## config.mk

```make
export PLATFORM = sky130hd
export DESIGN_NAME = rf_wb_arbiter_flat
export DESIGN_NICKNAME = d
export VERILOG_FILES = /design/src/rtl/rf_wb_arbiter_pkg.sv /design/src/rtl/rf_wb_arbiter_if.sv /design/src/rtl/rf_wb_queue.sv /design/src/rtl/rf_wb_arbiter.sv /design/src/flat_wrapper.sv
export SDC_FILE = /design/constraint.sdc
export NUM_CORES = 1
export LEC_CHECK = 0
export CAP_MARGIN = 10
export CORE_MARGIN = 2
export CORE_UTILIZATION = 53
export CTS_CLUSTER_DIAMETER = 30
export DETAILED_ROUTE_END_ITERATION = 10
export PLACE_DENSITY_LB_ADDON = 0.05
export SLEW_MARGIN = 0
export SYNTH_ARGS = -nofsm -noshare
export SYNTH_HDL_FRONTEND = slang
export SYNTH_HIERARCHICAL = 1
export SYNTH_SLANG_ARGS = --single-unit
```

## constraint.sdc

```tcl
create_clock -name CLK -period 4.8 [get_ports CLK]
set_input_delay 0.96 -clock CLK [delete_from_list [all_inputs] [get_ports CLK]]
set_output_delay 0.96 -clock CLK [all_outputs]
set_load 0.01 [all_outputs]
```

## src/rtl/rf_wb_arbiter_pkg.sv

```systemverilog
// rf_wb_arbiter_pkg: shared defaults and queue-entry type for the register-file write arbiter
package rf_wb_arbiter_pkg;
    localparam int WIDTH_D = 32;
    localparam int REG_ADDR_D = 5;
    localparam int QDEPTH_D = 4;
    typedef struct packed {
        logic live;
        logic [REG_ADDR_D-1:0] dest;
        logic [WIDTH_D-1:0] data;
    } q_entry_t;
endpackage

```

## src/rtl/rf_wb_arbiter_if.sv

```systemverilog
// rf_wb_arbiter_if: pipeline writeback, MDU result, register-file write and hazard-probe signals
interface rf_wb_arbiter_if
    import rf_wb_arbiter_pkg::*;
#(
    parameter int WIDTH = WIDTH_D,
    parameter int REG_ADDR = REG_ADDR_D
);
    logic WB_RegWrite;
    logic [REG_ADDR-1:0] WB_WriteReg;
    logic [WIDTH-1:0] WB_Result;
    logic MD_Valid;
    logic [REG_ADDR-1:0] MD_Dest;
    logic [WIDTH-1:0] MD_Data;
    logic MD_Ready;
    logic [REG_ADDR-1:0] A3;
    logic WE3;
    logic [WIDTH-1:0] WD3;
    logic [REG_ADDR-1:0] Chk1;
    logic [REG_ADDR-1:0] Chk2;
    logic Busy1;
    logic Busy2;
    logic Q_Empty;
    modport master (
        output WB_RegWrite, WB_WriteReg, WB_Result, MD_Valid, MD_Dest, MD_Data, Chk1, Chk2,
        input MD_Ready, A3, WE3, WD3, Busy1, Busy2, Q_Empty
    );
    modport slave (
        input WB_RegWrite, WB_WriteReg, WB_Result, MD_Valid, MD_Dest, MD_Data, Chk1, Chk2,
        output MD_Ready, A3, WE3, WD3, Busy1, Busy2, Q_Empty
    );
endinterface

```

## src/rtl/rf_wb_queue.sv

```systemverilog
// rf_wb_queue: ordered MDU result queue with kill-by-destination and two pending-register probes
module rf_wb_queue
    import rf_wb_arbiter_pkg::*;
#(
    parameter int WIDTH = WIDTH_D,
    parameter int REG_ADDR = REG_ADDR_D,
    parameter int QDEPTH = QDEPTH_D
) (
    input logic CLK,
    input logic RST,
    input logic push,
    input logic [REG_ADDR-1:0] push_dest,
    input logic [WIDTH-1:0] push_data,
    input logic pop,
    input logic kill,
    input logic [REG_ADDR-1:0] kill_dest,
    input logic [REG_ADDR-1:0] chk1,
    input logic [REG_ADDR-1:0] chk2,
    output logic busy1,
    output logic busy2,
    output logic head_live,
    output logic [REG_ADDR-1:0] head_dest,
    output logic [WIDTH-1:0] head_data,
    output logic empty,
    output logic full
);
    localparam int PW = $clog2(QDEPTH);
    logic [QDEPTH-1:0] live;
    logic [REG_ADDR-1:0] dest [QDEPTH];
    logic [WIDTH-1:0] data [QDEPTH];
    logic [PW-1:0] wptr, rptr;
    logic [PW:0] count;
    logic do_push, do_pop;
    assign empty = count == '0;
    assign full = count == (PW+1)'(QDEPTH);
    assign do_push = push && !full;
    assign do_pop = pop && !empty;
    assign head_live = live[rptr];
    assign head_dest = dest[rptr];
    assign head_data = data[rptr];
    // Kill runs before the push so an entry enqueued this cycle stays live.
    always_ff @(posedge CLK) begin
        if (!RST) begin
            wptr <= '0;
            rptr <= '0;
            count <= '0;
            live <= '0;
        end else begin
            for (int i = 0; i < QDEPTH; i++)
                if (kill && dest[i] == kill_dest) live[i] <= 1'b0;
            if (do_pop) begin
                live[rptr] <= 1'b0;
                rptr <= rptr + 1'b1;
            end
            if (do_push) begin
                live[wptr] <= 1'b1;
                dest[wptr] <= push_dest;
                data[wptr] <= push_data;
                wptr <= wptr + 1'b1;
            end
            count <= count + {{PW{1'b0}}, do_push} - {{PW{1'b0}}, do_pop};
        end
    end
    // Popped and empty slots always have live=0, so no occupancy qualification is needed.
    always_comb begin
        busy1 = 1'b0;
        busy2 = 1'b0;
        for (int i = 0; i < QDEPTH; i++) begin
            busy1 = busy1 | (live[i] && dest[i] == chk1 && chk1 != '0);
            busy2 = busy2 | (live[i] && dest[i] == chk2 && chk2 != '0);
        end
    end
endmodule

```

## src/rtl/rf_wb_arbiter.sv

```systemverilog
// rf_wb_arbiter: merges pipeline writeback with queued MDU results onto the single register-file write port
module rf_wb_arbiter
    import rf_wb_arbiter_pkg::*;
#(
    parameter int WIDTH = WIDTH_D,
    parameter int REG_ADDR = REG_ADDR_D,
    parameter int QDEPTH = QDEPTH_D
) (
    input logic CLK,
    input logic RST,
    rf_wb_arbiter_if.slave bus
);
    logic wb_wr, pop, q_wr, ready, push;
    logic head_live, empty, full, busy1, busy2;
    logic [REG_ADDR-1:0] head_dest;
    logic [WIDTH-1:0] head_data;
    assign wb_wr = RST && bus.WB_RegWrite && bus.WB_WriteReg != '0;
    assign pop = RST && !wb_wr && !empty;
    assign q_wr = pop && head_live;
    assign ready = RST && !full;
    assign push = bus.MD_Valid && ready && bus.MD_Dest != '0;
    rf_wb_queue #(.WIDTH(WIDTH), .REG_ADDR(REG_ADDR), .QDEPTH(QDEPTH)) u_queue (
        .CLK(CLK),
        .RST(RST),
        .push(push),
        .push_dest(bus.MD_Dest),
        .push_data(bus.MD_Data),
        .pop(pop),
        .kill(wb_wr),
        .kill_dest(bus.WB_WriteReg),
        .chk1(bus.Chk1),
        .chk2(bus.Chk2),
        .busy1(busy1),
        .busy2(busy2),
        .head_live(head_live),
        .head_dest(head_dest),
        .head_data(head_data),
        .empty(empty),
        .full(full)
    );
    assign bus.MD_Ready = ready;
    assign bus.WE3 = wb_wr || q_wr;
    assign bus.A3 = wb_wr ? bus.WB_WriteReg : q_wr ? head_dest : '0;
    assign bus.WD3 = wb_wr ? bus.WB_Result : q_wr ? head_data : '0;
    assign bus.Busy1 = RST && busy1;
    assign bus.Busy2 = RST && busy2;
    assign bus.Q_Empty = !RST || empty;
endmodule

```

## src/flat_wrapper.sv

```systemverilog
// flat-port wrapper written by rule: the top's interface ports become plain ports
module rf_wb_arbiter_flat import rf_wb_arbiter_pkg::*;
#(
    parameter int WIDTH = WIDTH_D,
    parameter int REG_ADDR = REG_ADDR_D,
    parameter int QDEPTH = QDEPTH_D
)
  (CLK, RST, bus_WB_RegWrite, bus_WB_WriteReg, bus_WB_Result, bus_MD_Valid, bus_MD_Dest, bus_MD_Data, bus_Chk1, bus_Chk2, bus_MD_Ready, bus_A3, bus_WE3, bus_WD3, bus_Busy1, bus_Busy2, bus_Q_Empty);
  rf_wb_arbiter_if #(.WIDTH(WIDTH), .REG_ADDR(REG_ADDR)) bus_i ();
  input logic CLK;
  input logic RST;
  input wire logic [$bits(bus_i.WB_RegWrite)-1:0] bus_WB_RegWrite;
  input wire logic [$bits(bus_i.WB_WriteReg)-1:0] bus_WB_WriteReg;
  input wire logic [$bits(bus_i.WB_Result)-1:0] bus_WB_Result;
  input wire logic [$bits(bus_i.MD_Valid)-1:0] bus_MD_Valid;
  input wire logic [$bits(bus_i.MD_Dest)-1:0] bus_MD_Dest;
  input wire logic [$bits(bus_i.MD_Data)-1:0] bus_MD_Data;
  input wire logic [$bits(bus_i.Chk1)-1:0] bus_Chk1;
  input wire logic [$bits(bus_i.Chk2)-1:0] bus_Chk2;
  output wire logic [$bits(bus_i.MD_Ready)-1:0] bus_MD_Ready;
  output wire logic [$bits(bus_i.A3)-1:0] bus_A3;
  output wire logic [$bits(bus_i.WE3)-1:0] bus_WE3;
  output wire logic [$bits(bus_i.WD3)-1:0] bus_WD3;
  output wire logic [$bits(bus_i.Busy1)-1:0] bus_Busy1;
  output wire logic [$bits(bus_i.Busy2)-1:0] bus_Busy2;
  output wire logic [$bits(bus_i.Q_Empty)-1:0] bus_Q_Empty;
  assign bus_i.WB_RegWrite = bus_WB_RegWrite;
  assign bus_i.WB_WriteReg = bus_WB_WriteReg;
  assign bus_i.WB_Result = bus_WB_Result;
  assign bus_i.MD_Valid = bus_MD_Valid;
  assign bus_i.MD_Dest = bus_MD_Dest;
  assign bus_i.MD_Data = bus_MD_Data;
  assign bus_i.Chk1 = bus_Chk1;
  assign bus_i.Chk2 = bus_Chk2;
  assign bus_MD_Ready = bus_i.MD_Ready;
  assign bus_A3 = bus_i.A3;
  assign bus_WE3 = bus_i.WE3;
  assign bus_WD3 = bus_i.WD3;
  assign bus_Busy1 = bus_i.Busy1;
  assign bus_Busy2 = bus_i.Busy2;
  assign bus_Q_Empty = bus_i.Q_Empty;
  rf_wb_arbiter #(.WIDTH(WIDTH), .REG_ADDR(REG_ADDR), .QDEPTH(QDEPTH)) u_core (.CLK(CLK), .RST(RST), .bus(bus_i));
endmodule
```

==> results.yml, run 1 <==
routing:
  drc: 0
  drtPass1Iterations: 4
  final_antenna_net_count: 0
  vias_per_cell: 5.80
  wl_per_cell_um: 21.7
  vias: 4735
  wl_um: 17800
  dr.first_iter.drc_count: 341
yosys:
  ys.flop_type: "edfxtp_1"
  synth-edff-count: 148
  syn_avg_cell_area_um2: 15.2
  synthesis.instances: 502
  yosysWarningCount: 6
  yosysTopAreaCellShare: 0.582
  netlist_top_cells_area: "edfxtp_1, mux4_2, xor2_1"
  syn-num-nets: 601
  ys_ff_latch: 161
  ys_seq_area_frac: 0.616
  yosysUniqueCellTypes: 40
  async_flop_share: 0
  synth_top_cell_by_area: "edfxtp_1"
  synth_area_um2: 7630
layout:
  syn_to_final_growth_pct: 25.5
  final_common_cell: "edfxtp_1"
  insertedDiodeCount: 0
  fill_cells: 1008
  final_cell_mix: "edfxtp_1, clkdlybuf4s50_1, xor2_1"
  ff_latch_area_um2: 4710
  drive_above_1_share: 0.155
  multi_input_area_um2: 2630
  finalInstanceArea_um2: 9580
  fin_nets: 724
worst_setup_path:
  rr_worst_depth: 15
  r2r-end: "u_core/u_queue/count[2]$_SDFF_PN0_"
  worstPathRequired_ps: 3840
  ff2ff_setup_slack_ps: 2050
  end_kind: "output port"
  criticalPathCategory: "input port to output port"
  r2r-start: "u_core/u_queue/count[1]$_SDFF_PN0_"
  arrival_ps: 3380
  crit_path_max_fanout: 40
  crit_path_start_kind: "input port"
timing:
  finClkSkew_ps: 8.92
  max_freq_ghz: 0.230
  slew_viol_final: 0
  worstMarginPinSlew_ps: 1060
  fin_crit_sh: 0.905
  rsz0062_at_grt: "no"
  setup_violations: 0
  final.min_clock_period_ps: 4340
  hold_violations: 0
  relSlewSlack: 0.291
  finalSetupTns_ps: 0
floorplan:
  std_cell_rows: 43
  io_pins: 130
  core_area_um2: 14000
  die_x_um: 124
  die_h_um: 124
  die_area_um2: 15400
  initial_utilization: 0.546
status:
  status: "finished clean"
clock_network:
  cts_resized: 0
  clkTransAtPathRegs_ps: 70
  hold_buffers: 0
  cts_setup_buffers: 0
  cts-root-buf: "clkbuf_16"
  cts_tree: "yes"
  clockBufferDepth: 2
  cts.htree.levels: 4
  numCtsBuffers: 17
  clk_latency_ps: 420
  clock-sinks: 161
hold_path:
  holdCritPathClass: "flip-flop to flip-flop"
  min_path_cells: 2
  hp-start: "u_core/u_queue/wptr[1]$_SDFFE_PN0N_"
  hold_end: "u_core/u_queue/wptr[1]$_SDFFE_PN0N_"
placed_design:
  gp_congestion: 0.871
  io_buffers: 129
  postPlaceCellArea_um2: 9010
  hpwlAfterDp_um: 11800
grt:
  grt_overflow_total: 0
  first_global_vias: 4862
  grt_pass1_wl_um: 27300
  track_usage: 0.247
  grt_max_degree: 41
  antenna_found_initial: 0
job:
  cap_viol_max_count: 0
pwr:
  ir_worst_vdd_mv: 0.276
  p_per_area_nw_per_um2: 357
  p_leak_nw: 3.10
## where the power goes
part,leakage [nW],internal [W],switching (W),total (W)
logic,1.38,0.000282,0.000225,0.000507
registers,1.44,0.00159,0.0000457,0.00163
clock network,0.274,0.000687,0.000591,0.00128
## worst max path at each step
stage | from | endpoint | slack [ps] | cells past startpoint
floorplan | bus_WB_WriteReg[3] | u_core/u_queue/count[2]$_SDFF_PN0_ | 1090 | 16
global placement | bus_WB_WriteReg[1] | bus_WD3[10] | 540 | 6
global route | bus_WB_WriteReg[3] | bus_WD3[13] | 310 | 6
detailed placement | bus_WB_WriteReg[1] | u_core/u_queue/count[2]$_SDFF_PN0_ | 460 | 14
finish | bus_WB_WriteReg[1] | bus_WD3[13] | 460 | 6
CTS | bus_WB_WriteReg[1] | bus_WD3[13] | 460 | 6
## cell usage after synthesis (3+ instances only)
master and instances:
and2_1 12, o21ai_1 28, dfxtp_1 13, o21ai_0 7
edfxtp_1 148, mux4_2 38, buf_6 15, nor4_2 4
buf_2 6, ha_1 10, nand2_1 47, clkbuf_1 15
nor4_1 8, nand3_1 13, a41o_1 4, xor2_1 48
nor2b_1 4, xnor2_1 16, inv_1 8, nor2_1 3
o211ai_1 32
## per-stage QoR
stage / hold WS, ps / total power, W / utilization / cells / setup slack [ps]
3_3_place_gp: 488 / 0.00217 / 0.644 / 786 / 538
4_1_cts: 529 / 0.00345 / 0.685 / 817 / 463
6_report: 528 / 0.00342 / 0.685 / 817 / 458
5_1_grt: 571 / 0.00356 / 0.685 / 817 / 305
3_5_place_dp: 520 / 0.00218 / 0.644 / 786 / 457
2_1_floorplan: 476 / 0.00196 / - / 502 / 1090
## cells by family after synthesis
family	share of synthesized area
AOI/OAI and AO/OA	0.0680
xor gates and xnor gates	0.0735
adders and majority gates	0.0190
buffers and inverters	0.0403
DFF	0.616
muxes	0.113
and+or+nand+nor	0.0692
## worst max-delay path: stages
cell,delay (ps)
clkdlybuf4s50_1,600
or4_4,580
o21ai_4,200
inv_4,210
o21ai_1,230
clkdlybuf4s50_1,570
## sequential cells by signal (all words and copies together) (netlist names), named ones only
register,flops
u_core/u_queue/data,128
u_core/u_queue/dest,20
u_core/u_queue/live,4
u_core/u_queue/count,3
u_core/u_queue/rptr,2
u_core/u_queue/wptr,2
## area by class of cell
class                   instances  area share
well taps                     180      0.0235
clock inverters                14      0.0151
clock buffers                  17      0.0444
multi-input cells             293       0.274
repair buffers                143       0.148
inverters                       9     0.00379
flip-flops and latches        161       0.491
## metal layers
metal | track usage | vias to the layer above | part of all wire
met4 | 0.0702 | 0 | 0.015
met2 | 0.416 | 142 | 0.52
met3 | 0.0559 | 23 | 0.045
met1 | 0.326 | 2397 | 0.42
met5 | 0 | - | 0
li1 | - | 2173 | -
(Power assumes the default switching activity.)
==> inputs of run 2 (changes only) <==
CAP_MARGIN = 20   (was 10)
==> results of run 2 <==
The final DEF is identical to that of run 1; final timing and power are the same.
==> inputs of run 3 (changes only) <==
CORE_ASPECT_RATIO = 1.1   (was not set)
CORE_UTILIZATION = 45   (was 53)
==> run 3 against run 2 <==
Worst hold slack better by 34 ps. Total power grew 1.7%. Wire length grew 3.8%. Highest routed layer unchanged.
==> results.yml, run 3 (synthesis results as in run 1) <==
layout:
  final_util: 0.586
  fill_cells: 1312
  largest_reg_flops: 128
  fin_nets: 729
  final_common_cell: "edfxtp_1"
  largest_registers: "u_core/u_queue/data x128, u_core/u_queue/dest x20, u_core/u_queue/live x4"
  drive_above_1_share: 0.163
  syn_to_final_growth_pct: 26.5
  insertedDiodeCount: 0
  multi_input_area_um2: 2630
  finalInstanceArea_um2: 9660
  top_register: "u_core/u_queue/data"
  ff_latch_area_um2: 4710
  final_cell_mix: "edfxtp_1, clkdlybuf4s50_1, xor2_1"
clock_network:
  clkTransAtPathRegs_ps: 70
  numCtsBuffers: 17
  clockBufferDepth: 2
  cts_tree: "yes"
  cts.htree.levels: 4
  clock-sinks: 161
  hold_buffers: 0
  cts_resized: 0
  clk_latency_ps: 420
  cts_setup_buffers: 0
  cts-root-buf: "clkbuf_16"
routing:
  routed.top_layer: "met4"
  drtPass1Iterations: 5
  wl_met2_um: 9480
  drc: 0
  vias: 4751
  vias_per_cell: 5.61
  wl_um: 18400
  dr.first_iter.drc_count: 371
  wl_per_cell_um: 21.8
  met1Wirelength_um: 7900
  final_antenna_net_count: 0
  met3WireLength_um: 768
hold_path:
  hold_end: "u_core/u_queue/wptr[1]$_SDFFE_PN0N_"
  min_path_cells: 2
  holdCritPathClass: "flip-flop to flip-flop"
  hp-start: "u_core/u_queue/wptr[1]$_SDFFE_PN0N_"
timing:
  finalSetupTns_ps: 0
  hold_violations: 0
  max_freq_ghz: 0.223
  setup_violations: 0
  rsz0062_at_grt: "no"
  fin_crit_sh: 0.936
  finClkSkew_ps: 9.31
  worstMarginPinSlew_ps: 781
  final.min_clock_period_ps: 4490
  slew_viol_final: 0
  relSlewSlack: 0.479
worst_setup_path:
  crit_buf_inv: 4
  end_kind: "output port"
  worstPathRequired_ps: 3840
  criticalPathCategory: "input port to output port"
  slowest_delay_ps: 610
  rr_worst_depth: 15
  r2r-end: "u_core/u_queue/count[2]$_SDFF_PN0_"
  arrival_ps: 3530
  r2r-start: "u_core/u_queue/count[1]$_SDFF_PN0_"
  crit_slowest_cell: "or4_4"
  critical_path.top_delay_family: "buffers and inverters"
  crit_path_max_fanout: 24
  ff2ff_setup_slack_ps: 1990
  crit_path_start_kind: "input port"
  crit_top_cell: "clkdlybuf4s50_1"
  worstPathCellList: "clkdlybuf4s50_1 > or4_4 > o21ai_4 > inv_4 > buf_4 > o21ai_0 > clkdlybuf4s50_1"
floorplan:
  die_h_um: 141
  die_x_um: 128
  io_pins: 130
  die_area_um2: 18000
  std_cell_rows: 49
  initial_utilization: 0.463
  core_area_um2: 16500
placed_design:
  io_buffers: 129
  postPlaceCellArea_um2: 9070
  gp_congestion: 0.865
  hpwlAfterDp_um: 12600
pwr:
  ir_worst_vdd_mv: 0.255
  p_per_area_nw_per_um2: 360
  p_leak_nw: 3.14
  total_power_w: 0.00348
grt:
  grt_max_degree: 39
  track_usage: 0.214
  grt_pass1_wl_um: 28500
  grt_overflow_total: 0
  antenna_found_initial: 0
  first_global_vias: 4980
job:
  cap_viol_max_count: 0
status:
  status: "finished clean"
==> run 3: worst reg2reg max path: stages, from the launching register on <==
cell and delay, ps:
dfxtp_1 440, nor2_1 80, nand2_1 160, inv_1 60, nor2b_1 160, nand2_1 70
a21oi_1 180, nand2_1 170, ha_1 320, inv_1 50, ha_1 130, inv_1 50
fa_1 400, xnor2_1 140, xnor2_1 120, and2_1 150
==> run 3: cell type report <==
| class | count | area share |
|---|---|---|
| Clock buffer | 18 | 0.0444 |
| Tap cell | 204 | 0.0264 |
| Sequential cell | 161 | 0.487 |
| Inverter | 9 | 0.00376 |
| Timing Repair Buffer | 148 | 0.149 |
| Multi-Input combinational cell | 293 | 0.272 |
| Clock inverter | 14 | 0.0167 |
==> run 3: routing by layer <==
metal  GRT usage  up-vias
met5           0        -
met4      0.0700        0
met3      0.0402       18
met2       0.358      129
met1       0.282     2415
li1            -     2189
==> run 3: metrics by stage <==
step	setup slack (ps)	instances	hold slack, ps
6_report	308	847	562
5_1_grt	183	847	578
4_1_cts	316	847	544
3_3_place_gp	373	815	502
2_1_floorplan	1090	502	476
3_5_place_dp	329	815	522
==> run 3: worst max path at each step <==
stage | start | end | slack (ps) | cells past startpoint
floorplan | bus_WB_WriteReg[3] | u_core/u_queue/count[2]$_SDFF_PN0_ | 1090 | 16
global placement | bus_WB_WriteReg[4] | bus_WD3[2] | 370 | 7
detailed placement | bus_WB_WriteReg[4] | bus_WD3[2] | 330 | 7
CTS | bus_WB_WriteReg[4] | bus_WD3[31] | 320 | 7
global route | bus_WB_WriteReg[4] | bus_WD3[2] | 180 | 7
finish | bus_WB_WriteReg[4] | bus_WD3[31] | 310 | 7
==> run 3: where the power goes <==
part / switching [W] / leakage (nW) / internal (W) / total (W)
sequential: 0.0000458 / 1.44 / 0.00159 / 0.00163
combinational: 0.000231 / 1.40 / 0.000283 / 0.000514
clock: 0.000586 / 0.291 / 0.000744 / 0.00133
